## src/rtl/div_seq32_pkg.sv

```systemverilog
// Shared constants for the sequential 32-bit divider: operand width,
// iteration counter sizing and the controller state encoding.
package div_seq32_pkg;

   localparam int DIV_WIDTH = 32;
   localparam int SUB_W     = DIV_WIDTH + 1;
   localparam int CNT_W     = 5;

   // One restoring step per quotient bit; the counter counts down to zero.
   localparam logic [CNT_W-1:0] CNT_LOAD = CNT_W'(DIV_WIDTH - 1);

   typedef enum logic [1:0] {
      S_IDLE = 2'd0,
      S_RUN  = 2'd1,
      S_FIX  = 2'd2,
      S_DONE = 2'd3
   } div_state_t;

   // Magnitude of a two's-complement operand when signed mode is selected,
   // raw value otherwise. 0x80000000 maps onto itself, which the unsigned
   // core treats as 2^31 - exactly what the overflow case needs.
   function automatic logic [DIV_WIDTH-1:0] abs_if(input logic [DIV_WIDTH-1:0] v,
                                                   input logic                 en);
      abs_if = (en && v[DIV_WIDTH-1]) ? (~v + 1'b1) : v;
   endfunction

endpackage

```

## src/rtl/div_seq32_sub33.sv

```systemverilog
// 33-bit subtractor for the restoring step: a ripple chain of full-adder
// cells computing a + ~b + 1. borrow is high when b > a.
module div_seq32_sub33
   import div_seq32_pkg::*;
(
   input  logic [SUB_W-1:0] a,
   input  logic [SUB_W-1:0] b,
   output logic [SUB_W-1:0] diff,
   output logic             borrow
);

   logic [SUB_W:0]   carry;
   logic [SUB_W-1:0] b_inv;

   assign b_inv    = ~b;
   assign carry[0] = 1'b1;

   generate
      for (genvar gi = 0; gi < SUB_W; gi++) begin : g_fa
         assign diff[gi]      = a[gi] ^ b_inv[gi] ^ carry[gi];
         assign carry[gi + 1] = (a[gi] & b_inv[gi]) | (carry[gi] & (a[gi] ^ b_inv[gi]));
      end
   endgenerate

   // No carry out of the top cell means the subtraction wrapped.
   assign borrow = ~carry[SUB_W];

endmodule

```

## src/rtl/div_seq32.sv

```systemverilog
// Sequential restoring divider, one quotient bit per clock. Signed operands
// are divided as magnitudes and the signs are restored in a single fix-up
// cycle. Results are published only when done pulses and are held until the
// next accepted request.
module div_seq32
   import div_seq32_pkg::*;
#(
   parameter int WIDTH = DIV_WIDTH
) (
   input  logic             clk,
   input  logic             rst,
   input  logic             start,
   input  logic             is_signed,
   input  logic [WIDTH-1:0] dividend,
   input  logic [WIDTH-1:0] divisor,
   output logic             busy,
   output logic             done,
   output logic [WIDTH-1:0] quotient,
   output logic [WIDTH-1:0] remainder,
   output logic             div_by_zero
);

   div_state_t       state_q, state_d;
   logic [CNT_W-1:0] cnt_q, cnt_d;
   logic [WIDTH-1:0] quo_work_q, quo_work_d;   // dividend shifting out, quotient shifting in
   logic [WIDTH-1:0] rem_work_q, rem_work_d;   // partial remainder
   logic [WIDTH-1:0] dvs_q, dvs_d;             // divisor magnitude
   logic             signed_q, signed_d;
   logic             sign_a_q, sign_a_d;
   logic             sign_b_q, sign_b_d;
   logic             dbz_work_q, dbz_work_d;
   logic [WIDTH-1:0] quot_q, quot_d;
   logic [WIDTH-1:0] rem_q, rem_d;
   logic             dbz_q, dbz_d;
   logic             done_q, done_d;

   logic [SUB_W-1:0] shifted_rem;
   logic [SUB_W-1:0] trial;
   logic             trial_borrow;
   logic             step_ok;

   // The partial remainder is always below the divisor, so after the shift
   // it fits in 33 bits; the trial subtraction is done at that width.
   assign shifted_rem = {rem_work_q, quo_work_q[WIDTH-1]};

   div_seq32_sub33 u_sub33 (
      .a      (shifted_rem),
      .b      ({1'b0, dvs_q}),
      .diff   (trial),
      .borrow (trial_borrow)
   );

   // A committed difference is below the divisor, so its top bit is clear;
   // requiring it keeps the commit test a full 33-bit non-negative check.
   assign step_ok = ~trial_borrow & ~trial[SUB_W-1];

   // Next-state and datapath updates for the divide controller.
   always_comb begin
      state_d    = state_q;
      cnt_d      = cnt_q;
      quo_work_d = quo_work_q;
      rem_work_d = rem_work_q;
      dvs_d      = dvs_q;
      signed_d   = signed_q;
      sign_a_d   = sign_a_q;
      sign_b_d   = sign_b_q;
      dbz_work_d = dbz_work_q;
      quot_d     = quot_q;
      rem_d      = rem_q;
      dbz_d      = dbz_q;
      done_d     = 1'b0;

      case (state_q)
         S_IDLE: begin
            if (start) begin
               signed_d = is_signed;
               sign_a_d = is_signed & dividend[WIDTH-1];
               sign_b_d = is_signed & divisor[WIDTH-1];
               cnt_d    = CNT_LOAD;
               if (divisor == '0) begin
                  // Divide by zero skips the iterations entirely.
                  quo_work_d = '1;
                  rem_work_d = dividend;
                  dvs_d      = '0;
                  dbz_work_d = 1'b1;
                  state_d    = S_DONE;
               end else begin
                  quo_work_d = abs_if(dividend, is_signed);
                  rem_work_d = '0;
                  dvs_d      = abs_if(divisor, is_signed);
                  dbz_work_d = 1'b0;
                  state_d    = S_RUN;
               end
            end
         end

         S_RUN: begin
            if (step_ok) begin
               rem_work_d = trial[WIDTH-1:0];
               quo_work_d = {quo_work_q[WIDTH-2:0], 1'b1};
            end else begin
               rem_work_d = shifted_rem[WIDTH-1:0];
               quo_work_d = {quo_work_q[WIDTH-2:0], 1'b0};
            end
            if (cnt_q == '0) begin
               state_d = S_FIX;
            end else begin
               cnt_d = cnt_q - 1'b1;
            end
         end

         S_FIX: begin
            // Quotient takes the sign of the product of signs, the remainder
            // takes the sign of the dividend (truncating division).
            if (signed_q && (sign_a_q ^ sign_b_q)) begin
               quo_work_d = ~quo_work_q + 1'b1;
            end
            if (signed_q && sign_a_q) begin
               rem_work_d = ~rem_work_q + 1'b1;
            end
            state_d = S_DONE;
         end

         S_DONE: begin
            quot_d  = quo_work_q;
            rem_d   = rem_work_q;
            dbz_d   = dbz_work_q;
            done_d  = 1'b1;
            state_d = S_IDLE;
         end

         default: begin
            state_d = S_IDLE;
         end
      endcase
   end

   // State and datapath registers with synchronous reset.
   always_ff @(posedge clk) begin
      if (rst) begin
         state_q    <= S_IDLE;
         cnt_q      <= '0;
         quo_work_q <= '0;
         rem_work_q <= '0;
         dvs_q      <= '0;
         signed_q   <= 1'b0;
         sign_a_q   <= 1'b0;
         sign_b_q   <= 1'b0;
         dbz_work_q <= 1'b0;
         quot_q     <= '0;
         rem_q      <= '0;
         dbz_q      <= 1'b0;
         done_q     <= 1'b0;
      end else begin
         state_q    <= state_d;
         cnt_q      <= cnt_d;
         quo_work_q <= quo_work_d;
         rem_work_q <= rem_work_d;
         dvs_q      <= dvs_d;
         signed_q   <= signed_d;
         sign_a_q   <= sign_a_d;
         sign_b_q   <= sign_b_d;
         dbz_work_q <= dbz_work_d;
         quot_q     <= quot_d;
         rem_q      <= rem_d;
         dbz_q      <= dbz_d;
         done_q     <= done_d;
      end
   end

   // The done cycle is spent back in IDLE, so busy is already low there.
   assign busy        = (state_q != S_IDLE);
   assign done        = done_q;
   assign quotient    = quot_q;
   assign remainder   = rem_q;
   assign div_by_zero = dbz_q;

endmodule

```

## config.mk

```make
export PLATFORM = sky130hd
export DESIGN_NAME = div_seq32
export DESIGN_NICKNAME = d
export VERILOG_FILES = /design/src/rtl/div_seq32_pkg.sv /design/src/rtl/div_seq32_sub33.sv /design/src/rtl/div_seq32.sv
export SDC_FILE = /design/constraint.sdc
export NUM_CORES = 1
export LEC_CHECK = 0
export ABC_AREA = 1
export BUFFER_PORTS_ARGS = -buffer_cell sky130_fd_sc_hd__buf_2
export CORE_AREA = 2 2 138 207
export CTS_BUF_LIST = sky130_fd_sc_hd__clkbuf_4
export DETAILED_ROUTE_END_ITERATION = 8
export DIE_AREA = 0 0 140 209
export GPL_TIMING_DRIVEN = 1
export PLACE_DENSITY = 0.63
export SLEW_MARGIN = 10
export SYNTH_ARGS = -nofsm -noshare
export SYNTH_HDL_FRONTEND = slang
export SYNTH_SLANG_ARGS = --single-unit
```

## constraint.sdc

```tcl
create_clock -name clk -period 18.25 [get_ports clk]
set_input_delay 2.7375 -clock clk [delete_from_list [all_inputs] [get_ports clk]]
set_output_delay 2.7375 -clock clk [all_outputs]
set_load 0.1 [all_outputs]
```

# Word-level counts from Yosys, hierarchy flattened
# Index checks and enable logic that the tools add are counted.
dict set report op_classes {
  addsub 5
  n_mul 0
  n_div 0
  n_lt_le_gt_ge 0
  eq_ne 8
  n_shift 0
  mux 22
  bitwise_logic 174
  n_reduce_logical 15
}
# op n
set ops {}
lappend ops {{$mux W32} 10}
lappend ops {{$pmux W32 S3} 2}
lappend ops {{$add A32 B1 Y32 const B} 4}
lappend ops {{$not A32 Y32} 4}
lappend ops {{$and A1 B1 Y1} 68}
lappend ops {{$xor A1 B1 Y1} 66}
lappend ops {{$not A32 Y33} 1}
lappend ops {{$or A1 B1 Y1} 33}
lappend ops {{$logic_not A32 Y1} 1}
lappend ops {{$mux W5} 2}
lappend ops {{$ne A2 B2 Y1 const B} 5}
lappend ops {{$pmux W5 S2} 1}
lappend ops {{$reduce_and A3 Y1} 3}
lappend ops {{$pmux W2 S4} 1}
lappend ops {{$mux W2} 3}
lappend ops {{$logic_not A5 Y1} 1}
lappend ops {{$sub A5 B1 Y5 const B} 1}
lappend ops {{$eq A2 B2 Y1 const B} 2}
lappend ops {{$logic_and A1 B1 Y1} 4}
lappend ops {{$reduce_and A2 Y1} 2}
lappend ops {{$reduce_bool A2 Y1} 2}
lappend ops {{$mux W1} 3}
lappend ops {{$reduce_bool A3 Y1} 1}
lappend ops {{$eq A2 B1 Y1 const B} 1}
lappend ops {{2 further kinds} 3}
dict set report word_totals {
  ff_bits 173
  latch_bits 0
  ramBits 0
  mem_bits_ro 0
  input_bits 68
  out_inout_bits 67
  elab_cells 237
  n_memories 0
}

# Longest topological paths before layout
# Gate-level depths: netlist (run 1).
dict set report logic_depth {
  depth_word 70
  ltp_mapped 49
  depth_no_buf 48
}

# Hierarchy
# Synthesis (run 1) repeated with hierarchy kept, for this count alone.
dict set report unflattened {
  cells_unflattened 1915
  hier_area_um2 11915.2
}
# module instances cells_each area_per_inst_um2 seq_area_each_um2
set modules_own_cells {}
lappend modules_own_cells {div_seq32 1 1815 11010.6 3463.3}
lappend modules_own_cells {div_seq32_sub33 1 100 904.6 0.0}

# Least setup slack after synthesis (run 1)
# Ideal clock, no wire load.
dict set report synth_timing {
  path_type {reg-to-reg}
  from {reg quo_work_q[31]}
  to {reg rem_work_q[28]}
  setup_ns 0.117
  t_arrival_ns 12.560
  t_required_ns 18.133
  path_slack_ns 5.573
  path_stages_with_launch 48
  n_path_buf 1
  period_less_slack_ns 12.677
  cell_sequence {dfxtp_1 > inv_1 > ha_1 > inv_1 > fa_1 > inv_1 > fa_1 > fa_1 > fa_1 > fa_1 > fa_1 > fa_1 > fa_1 > fa_1 > fa_1 > fa_1 > fa_1 > fa_1 > (+12 left out) > inv_1 > fa_1 > fa_1 > inv_1 > fa_1 > fa_1 > fa_1 > inv_1 > fa_1 > or2_2 > nand2_2 > inv_2 > clkbuf_1 > nand2_1 > o211ai_1 > nand2_1 > a21oi_1 > nor2_1}
}
dict set report synth_via {
  elab_chain_len 69
  word_cells_on_any_way 73
  cone_classes {2 x mux; 71 x bitwise}
}
# element line_no
set synth_lines {}
lappend synth_lines {{from (decl)} div_seq32.sv:25} ;# logic [WIDTH-1:0] quo_work_q, quo_work_d;
lappend synth_lines {{from (signal assigned)} div_seq32.sv:157} ;# quo_work_q <= quo_work_d;
lappend synth_lines {{$and A1 B1 Y1 or $xor A1 B1 Y1 (tied branches)} div_seq32_sub33.sv:21} ;# assign carry[gi + 1] = (a[gi] & b_inv[gi]) | (carry[gi] & (a[gi] ^ b_inv[gi]));
lappend synth_lines {{$or A1 B1 Y1 (*)} div_seq32_sub33.sv:21}
lappend synth_lines {{$and A1 B1 Y1 (*)} div_seq32_sub33.sv:21}
lappend synth_lines {{$or A1 B1 Y1 (*)} div_seq32_sub33.sv:21}
lappend synth_lines {{$and A1 B1 Y1 (*)} div_seq32_sub33.sv:21}
lappend synth_lines {{$or A1 B1 Y1 (*)} div_seq32_sub33.sv:21}
lappend synth_lines {{$and A1 B1 Y1 (*)} div_seq32_sub33.sv:21}
lappend synth_lines {{$or A1 B1 Y1 (*)} div_seq32_sub33.sv:21}
lappend synth_lines {{(+53 left out)} --}
lappend synth_lines {{$or A1 B1 Y1} div_seq32_sub33.sv:21}
lappend synth_lines {{$and A1 B1 Y1} div_seq32_sub33.sv:21}
lappend synth_lines {{$or A1 B1 Y1} div_seq32_sub33.sv:21}
lappend synth_lines {{$and A1 B1 Y1 or $xor A1 B1 Y1 (tied branches)} {div_seq32_sub33.sv:21, div_seq32_sub33.sv:20}}
lappend synth_lines {{$or A1 B1 Y1 or $not A1 Y1 (tied branches)} {div_seq32_sub33.sv:21, div_seq32.sv:55}}
lappend synth_lines {{$and A1 B1 Y1} div_seq32.sv:55} ;# assign step_ok = ~trial_borrow & ~trial[SUB_W-1];
lappend synth_lines {{$mux W32 (*)} div_seq32.sv:98} ;# if (step_ok) begin
lappend synth_lines {{$pmux W32 S3 (*)} div_seq32.sv:73} ;# case (state_q)
lappend synth_lines {{to (signal assigned)} div_seq32.sv:158} ;# rem_work_q <= rem_work_d;
lappend synth_lines {{to (decl)} div_seq32.sv:26} ;# logic [WIDTH-1:0] rem_work_q, rem_work_d;
# Every way passes the cells marked *; elsewhere a longest branch is shown, timed or not.
# A chain may end at the register's enable or synchronous reset.

# Worst setup path after layout (run 1)
dict set report layout_timing {
  from {reg quo_work_q[31]}
  to {reg rem_work_q[17]}
}
dict set report layout_via {
  elab_chain_len 69
  word_cells_on_any_way 73
  cone_classes {2 x mux; 71 x bitwise}
}
# element line_no
set layout_lines {}
lappend layout_lines {{$and A1 B1 Y1 or $xor A1 B1 Y1 (tied branches)} div_seq32_sub33.sv:21}
lappend layout_lines {{$or A1 B1 Y1 (*)} div_seq32_sub33.sv:21}
lappend layout_lines {{$and A1 B1 Y1 (*)} div_seq32_sub33.sv:21}
lappend layout_lines {{$or A1 B1 Y1 (*)} div_seq32_sub33.sv:21}
lappend layout_lines {{$and A1 B1 Y1 (*)} div_seq32_sub33.sv:21}
lappend layout_lines {{$or A1 B1 Y1 (*)} div_seq32_sub33.sv:21}
lappend layout_lines {{$and A1 B1 Y1 (*)} div_seq32_sub33.sv:21}
lappend layout_lines {{$or A1 B1 Y1 (*)} div_seq32_sub33.sv:21}
lappend layout_lines {{(+53 left out)} --}
lappend layout_lines {{$or A1 B1 Y1} div_seq32_sub33.sv:21}
lappend layout_lines {{$and A1 B1 Y1} div_seq32_sub33.sv:21}
lappend layout_lines {{$or A1 B1 Y1} div_seq32_sub33.sv:21}
lappend layout_lines {{$and A1 B1 Y1 or $xor A1 B1 Y1 (tied branches)} {div_seq32_sub33.sv:21, div_seq32_sub33.sv:20}}
lappend layout_lines {{$or A1 B1 Y1 or $not A1 Y1 (tied branches)} {div_seq32_sub33.sv:21, div_seq32.sv:55}}
lappend layout_lines {{$and A1 B1 Y1} div_seq32.sv:55}
lappend layout_lines {{$mux W32 (*)} div_seq32.sv:98}
lappend layout_lines {{$pmux W32 S3 (*)} div_seq32.sv:73}
# Marked as above.

==> metrics.csv, run 1 <==
metric,value,unit
share of the synthesized area in the top cell type,28.53,%
worst hold path type,flip-flop to flip-flop,
cell count after synthesis,1923,
Final Cell Area,13280,µm²
input/output buffers,134,
Root Buffer,clkbuf_4,
cell repeated most along the worst path,fa_1,
final antenna-violating net count,0,
Hold EP,dvs_q[27],
Slowest Stage Delay on Critical Path,730,ps
relative slew slack,25.40,%
reg2reg end,rem_work_q[17],
crit path max-delay cell type,inv_2,
antenna violations before repair,1,
CTS sink cnt,173,
CTS H-tree depth,4,
Yosys reg bits,173,
Syn. warnings,0,
Hold Fails Final Rpt,0,
total congestion overflow,0,
setup repair bufs after CTS,0,
Startpoint Class,flip-flop,
failing checks,DRC,
Worst-path clk slew,160,ps
Starting Density,43.85,%
sequential share of the synthesized area,28.53,%
wire per inst,17.37,µm
most frequent cell after synthesis,nand2_1,
Final Net Count,2109,
post-route minimum period,14090,ps
Hold Crit Start,dvs_q[27],
worst reg-to-reg setup slack,4160,ps
"area leader, netlist",dfxtp_1,
"Distinct cells, synth",48,
proportion of layout cells with a drive suffix above 1,11.88,%
Area contributors post-synth,"dfxtp_1 (29%), nand2_1 (14%), a21oi_1 (9.3%)",
Die H,209,µm
DR vias,12920,
crit-path max FO,52,
PostCTS Resize Cnt,0,
drt total wl,40.95,mm
met2 WL,20.48,mm
Synth Net Count,2034,
vias in the first global route,12180,
GRT Overall Usage,28.03,%
met3 wire length,2.063,mm
Commonest cells post-synth,"nand2_1 (462), a21oi_1 (226), nor2_1 (200), inv_1 (181), dfxtp_1 (173)",
hold path depth,2,
placed cell area,12960,µm²
DIE AREA,29260,µm²
first-pass GRT wire length,64.62,mm
Inst Count DP,2325,
Final WS setup,4164,ps
GPL Wtd Cong,1.001,
mean area per synthesized cell,6.313,µm²
TNS Setup,0,ps
Post-CTS Hold Buffers,0,
TritonCTS clock tree,yes,
"Setup violations, final",0,
Synth Cell Area,12140,µm²
crit share post-route,77.18,%
Initial DRT Pass Iterations,9,
largest net degree at the start of global routing,74,
# IOs,135,
worst skew pair latency,660,ps
Pwr Total,2.596,mW
ys flop type,dfxtp_1,
final routed DRC violation total,10,
run status,finished with violations,
hpwl dp,30.53,mm
CP Capture Type,flip-flop,
clock skew,27.50,ps
VDD IR max,0.0001019,V
P_leak,5.832,nW
Num CTS Buffers,17,
Vias/cell,5.480,
worst path required time,18830,ps
worst r2r src,quo_work_q[31],
fin cells,2358,
core area,27680,µm²
Slew Limit Fails,0,
Bufs on Longest Clock Path,2,
Worst-Margin Slew,1118,ps
Layout area overhead,9.390,%
DRT iter0 DRCs,1108,
Max Cap Viol,0,
Post-synth EDFFs,0,
Die X,140,µm
Reg2Reg Depth,48,
Worst Path Arrival,14670,ps
top routing layer in use,met4,
row count,75,
Crit Path Category,flip-flop to flip-flop,
Async SR Flop Fraction,0,%
M1 wire length,16.22,mm
Fmax achieved,70.99,MHz
Pwr Density,195.5,nW/µm²
unrepaired setup endpoints after global routing,false,
pre-CTS WS,4239,ps
[cells by family (layout without fill, tap and decap cells)]
| group | after synthesis | in the layout | share of synthesized area (%) |
|---|---|---|---|
| other | 0 | 1 | 0 |
| AND/OR/NAND/NOR | 915 | 915 | 32.68 |
| AO/OA/AOI/OAI | 468 | 468 | 20.53 |
| XOR/XNOR | 36 | 36 | 2.597 |
| flip-flops | 173 | 173 | 28.53 |
| adder cells (fa/ha/maj) | 43 | 43 | 6.349 |
| buffers and inverters | 288 | 376 | 9.307 |
[area by class of cell]
type | instances | area, µm²
clock inverters | 15 | 186.4
flip-flops and latches | 173 | 3463
multi-input cells | 1462 | 7564
diodes | 1 | 2.502
clock buffers | 17 | 127.6
inverters | 199 | 749.5
fillers | 2919 | 14400
well taps | 346 | 432.9
repair buffers | 145 | 753.2
[power breakdown]
part	total, mW	switching (mW)	internal, mW
Combinational	1.75	1.25	0.498
Clock	0.252	0.156	0.0968
Sequential	0.596	0.109	0.487
[per-stage QoR]
| step | util, % | hold slack, ps |
|---|---|---|
| floorplan | - | 445.3 |
| CTS | 47.96 | 483.4 |
| global route | 47.97 | 505.8 |
| detailed placement | 46.82 | 463.8 |
| finish | 47.97 | 476.7 |
| global placement | 46.82 | 456.8 |
[flip-flops by register name (all words and copies together) (netlist names), 2 cells and up]
| signal | cells |
|---|---|
| cnt_q | 5 |
| dvs_q | 32 |
| quo_work_q | 32 |
| quotient | 32 |
| rem_work_q | 32 |
| remainder | 32 |
| state_q | 2 |
[worst max-delay path: cells and delay by family (launching register included)]
kind                       cells  cell delay [ps]
adders and majority gates     32            11430
and+or+nand+nor                6              700
AOI/OAI and AO/OA              2              250
buffers and inverters          8             1190
DFF                            1              390
[placed cells by master, fill, tap and decap left out, types with 2 or more instances in the layout]
master      synthesis  layout
nand2_1           462     462
a21oi_1           226     226
nor2_1            200     200
inv_1             181     180
dfxtp_1           173     173
o21ai_0           166     166
nand3_1           160     160
buf_2              13     134
o211ai_1           40      40
fa_1               31      31
nand4_1            30      30
xor2_1             24      24
nor3_1             18      18
clkbuf_4            1      17
inv_2              15      16
o21ai_1            16      16
xnor2_1            12      12
nor2_2             11      11
nor2_4             11      11
buf_4               3      11
ha_1               12       9
a31oi_1             6       6
or2_2               4       4
nand3_2             4       4
nand3b_1            4       4
clkinvlp_4          0       4
inv_6               0       4
clkinv_4            0       3
bufinv_16           0       3
clkinv_1            2       2
o22ai_1             2       2
a221oi_1            2       2
nand2_2             2       2
a211oi_1            2       2
a21oi_2             2       2
o21ai_2             2       2
and2_1              2       2
ha_2                0       2
[per-layer routing]
metal,global-route usage [%],vias up
met2,49.92,461
met1,32.40,5852
met4,15.26,0
met3,3.735,109
met5,0,-
li1,-,6499
[how the worst max path moves through the flow]
stage | end | slack [ps] | depth (start not counted) | startpoint
2_1_floorplan | rem_work_q[28] | 5570 | 47 | quo_work_q[31]
3_3_place_gp | rem_work_q[6] | 4420 | 48 | quo_work_q[31]
3_5_place_dp | rem_work_q[17] | 4240 | 48 | quo_work_q[31]
4_1_cts | rem_work_q[17] | 4210 | 48 | quo_work_q[31]
5_1_grt | rem_work_q[6] | 3520 | 48 | quo_work_q[31]
6_report | rem_work_q[17] | 4160 | 48 | quo_work_q[31]
(Power assumes the default switching activity.)
==> run 2, diff against run 1 <==
ABC_AREA = 0   (was 1)
CORE_AREA = 2 2 131 197   (was 2 2 138 207)
DIE_AREA = 0 0 133 199   (was 0 0 140 209)
clock period = 14.2 ns   (was 18.25 ns; I/O delays follow)
==> metrics.csv, run 2 <==
metric,value,unit,change
Hold Fails Final Rpt,0,,unchanged
Final Net Count,1510,,-28%
unrepaired setup endpoints after global routing,false,,
most frequent cell after synthesis,dfxtp_1,,
TNS Setup,0,ps,unchanged
total congestion overflow,0,,unchanged
drt total wl,34.84,mm,-15%
Starting Density,44.20,%,+0.35 points
GPL Wtd Cong,0.9277,,-7.3%
Num CTS Buffers,17,,unchanged
Commonest cells post-synth,"dfxtp_1 (173), nor2_1 (150), nand2_1 (121), o21ai_0 (86)",,
hpwl dp,25.35,mm,-17%
cell repeated most along the worst path,fa_1,,
final routed DRC violation total,0,,-10
clock skew,34.19,ps,+6.696 ps
hold path depth,2,,unchanged
Startpoint Class,flip-flop,,
DIE AREA,26470,µm²,-9.5%
Slowest Stage Delay on Critical Path,430,ps,-300 ps
Area contributors post-synth,"dfxtp_1 (32%), mux2i_1 (6.8%), fa_1 (5.7%)",,
Synth Net Count,1432,,-30%
crit share post-route,96.11,%,+19 points
core area,24790,µm²,-10%
CTS H-tree depth,4,,unchanged
DR vias,10320,,-20%
wire per inst,20.00,µm,+15%
final antenna-violating net count,0,,unchanged
post-route minimum period,13650,ps,-438.1 ps
"delay-heaviest family, CP",adder cells,,
first-pass GRT wire length,54.12,mm,-16%
"commonest non-fill, non-tap cell in the layout",dfxtp_1,,
CP Capture Type,flip-flop,,
Layout area overhead,10.90,%,
Synth Cell Area,10960,µm²,-9.8%
share of the synthesized area in the top cell type,31.61,%,+3.1 points
relative slew slack,19.11,%,-6.3 points
Slew Limit Fails,0,,unchanged
Fmax achieved,73.27,MHz,+3.2%
worst path required time,14690,ps,-4140 ps
area taken by multi-input logic gates,6937,µm²,-8.3%
Pwr Total,2.685,mW,+3.4%
Syn. warnings,0,,unchanged
row count,71,,-5.3%
crit path max-delay cell type,dfxtp_1,,
Die H,199,µm,-4.8%
fillers,2480,,-15%
crit-path max FO,36,,-31%
setup repair bufs after CTS,0,,unchanged
VDD IR max,0.00009771,V,-4.1%
largest net degree at the start of global routing,65,,-12%
worst skew pair latency,620,ps,-40 ps
Die X,133,µm,-5.0%
P_leak,4.489,nW,-23%
Worst-path clk slew,160,ps,about the same
Pwr Density,221.0,nW/µm²,+13%
mean area per synthesized cell,8.293,µm²,+31%
PostCTS Resize Cnt,0,,unchanged
FF+latch area,3463,µm²,unchanged
GRT Overall Usage,26.26,%,-1.8 points
Worst Path Arrival,14130,ps,-540 ps
Yosys reg bits,173,,unchanged
antenna violations before repair,2,,+1
Vias/cell,5.923,,+8.1%
Async SR Flop Fraction,0,%,unchanged
Crit Path Category,flip-flop to flip-flop,,
input/output buffers,134,,unchanged
sequential share of the synthesized area,31.61,%,+3.1 points
Worst Path Buf+Inv,7,,-1
Post-CTS Hold Buffers,0,,unchanged
"Setup violations, final",0,,unchanged
CTS sink cnt,173,,unchanged
run status,finished clean,,
vias in the first global route,9858,,-19%
"Distinct cells, synth",74,,+54%
ys flop type,dfxtp_1,,
CP Depth,44,,-8.3%
most frequent cells in the layout,"dfxtp_1 (173), nor2_1 (150), buf_2 (133)",,
worst hold path type,flip-flop to flip-flop,,
Bufs on Longest Clock Path,2,,unchanged
Reg2Reg Depth,44,,-8.3%
Initial DRT Pass Iterations,7,,-2
Max Cap Viol,0,,unchanged
proportion of layout cells with a drive suffix above 1,15.58,%,+3.7 points
DRT iter0 DRCs,861,,-22%
Worst-Margin Slew,1202,ps,+84.45 ps
cell count after synthesis,1321,,-31%
Post-synth EDFFs,0,,unchanged
# IOs,135,,unchanged
"area leader, netlist",dfxtp_1,,
Root Buffer,clkbuf_4,,
worst reg-to-reg setup slack,550,ps,-3610 ps
TritonCTS clock tree,yes,,
-- run 2: cell families after synthesis --
| kind of cell | after synthesis | share of synthesized area, % |
|---|---|---|
| DFF | 173 | 31.61 |
| muxes | 74 | 6.761 |
| AOI/OAI and AO/OA | 358 | 22.66 |
| adders and majority gates | 43 | 7.035 |
| xor gates and xnor gates | 82 | 6.555 |
| buffers and inverters | 150 | 5.402 |
| and+or+nand+nor | 441 | 19.97 |
-- run 2: worst paths after layout --
check	startpoint	to
min	dvs_q[1]	dvs_q[1]
max	quo_work_q[31]	rem_work_q[3]
max reg2reg	quo_work_q[31]	rem_work_q[3]
min reg2reg	dvs_q[1]	dvs_q[1]
-- run 2: worst min-delay path, stage by stage (launching register included) --
cell     delay [ps]
dfxtp_1         340
nand2_1          50
a21oi_1          50
-- run 2: metrics by stage --
step	util (%)	setup slack (ps)	hold slack, ps	area, µm²	cells
2_1_floorplan	-	1081	431.5	10960	1321
3_3_place_gp	47.74	862.0	443.5	11830	1708
3_5_place_dp	47.74	659.4	446.8	11830	1708
4_1_cts	49.00	637.2	464.5	12140	1740
5_1_grt	49.02	44.98	491.0	12150	1742
6_report	49.02	552.1	462.0	12150	1742
-- run 2: cell type report --
class | instances | area share, %
Clock buffer | 17 | 1.050
Sequential cell | 173 | 28.51
Timing Repair Buffer | 152 | 6.653
Tap cell | 328 | 3.378
Inverter | 57 | 1.761
Multi-Input combinational cell | 998 | 57.10
Antenna cell | 2 | 0.04119
Clock inverter | 15 | 1.514
-- run 2: per-layer routing --
layer | global-route usage (%) | vias up | wire, µm
met2 | 46.15 | 347 | 17760
met4 | 17.24 | 0 | 2115
met3 | 3.364 | 92 | 1436
met5 | 0 | - | 0
li1 | - | 4945 | -
met1 | 29.85 | 4933 | 13530
-- run 2: power by group --
part	leakage, nW	switching (mW)	internal [mW]
Clock	0.167	0.196	0.125
Sequential	1.41	0.165	0.591
Combinational	2.91	1.02	0.584
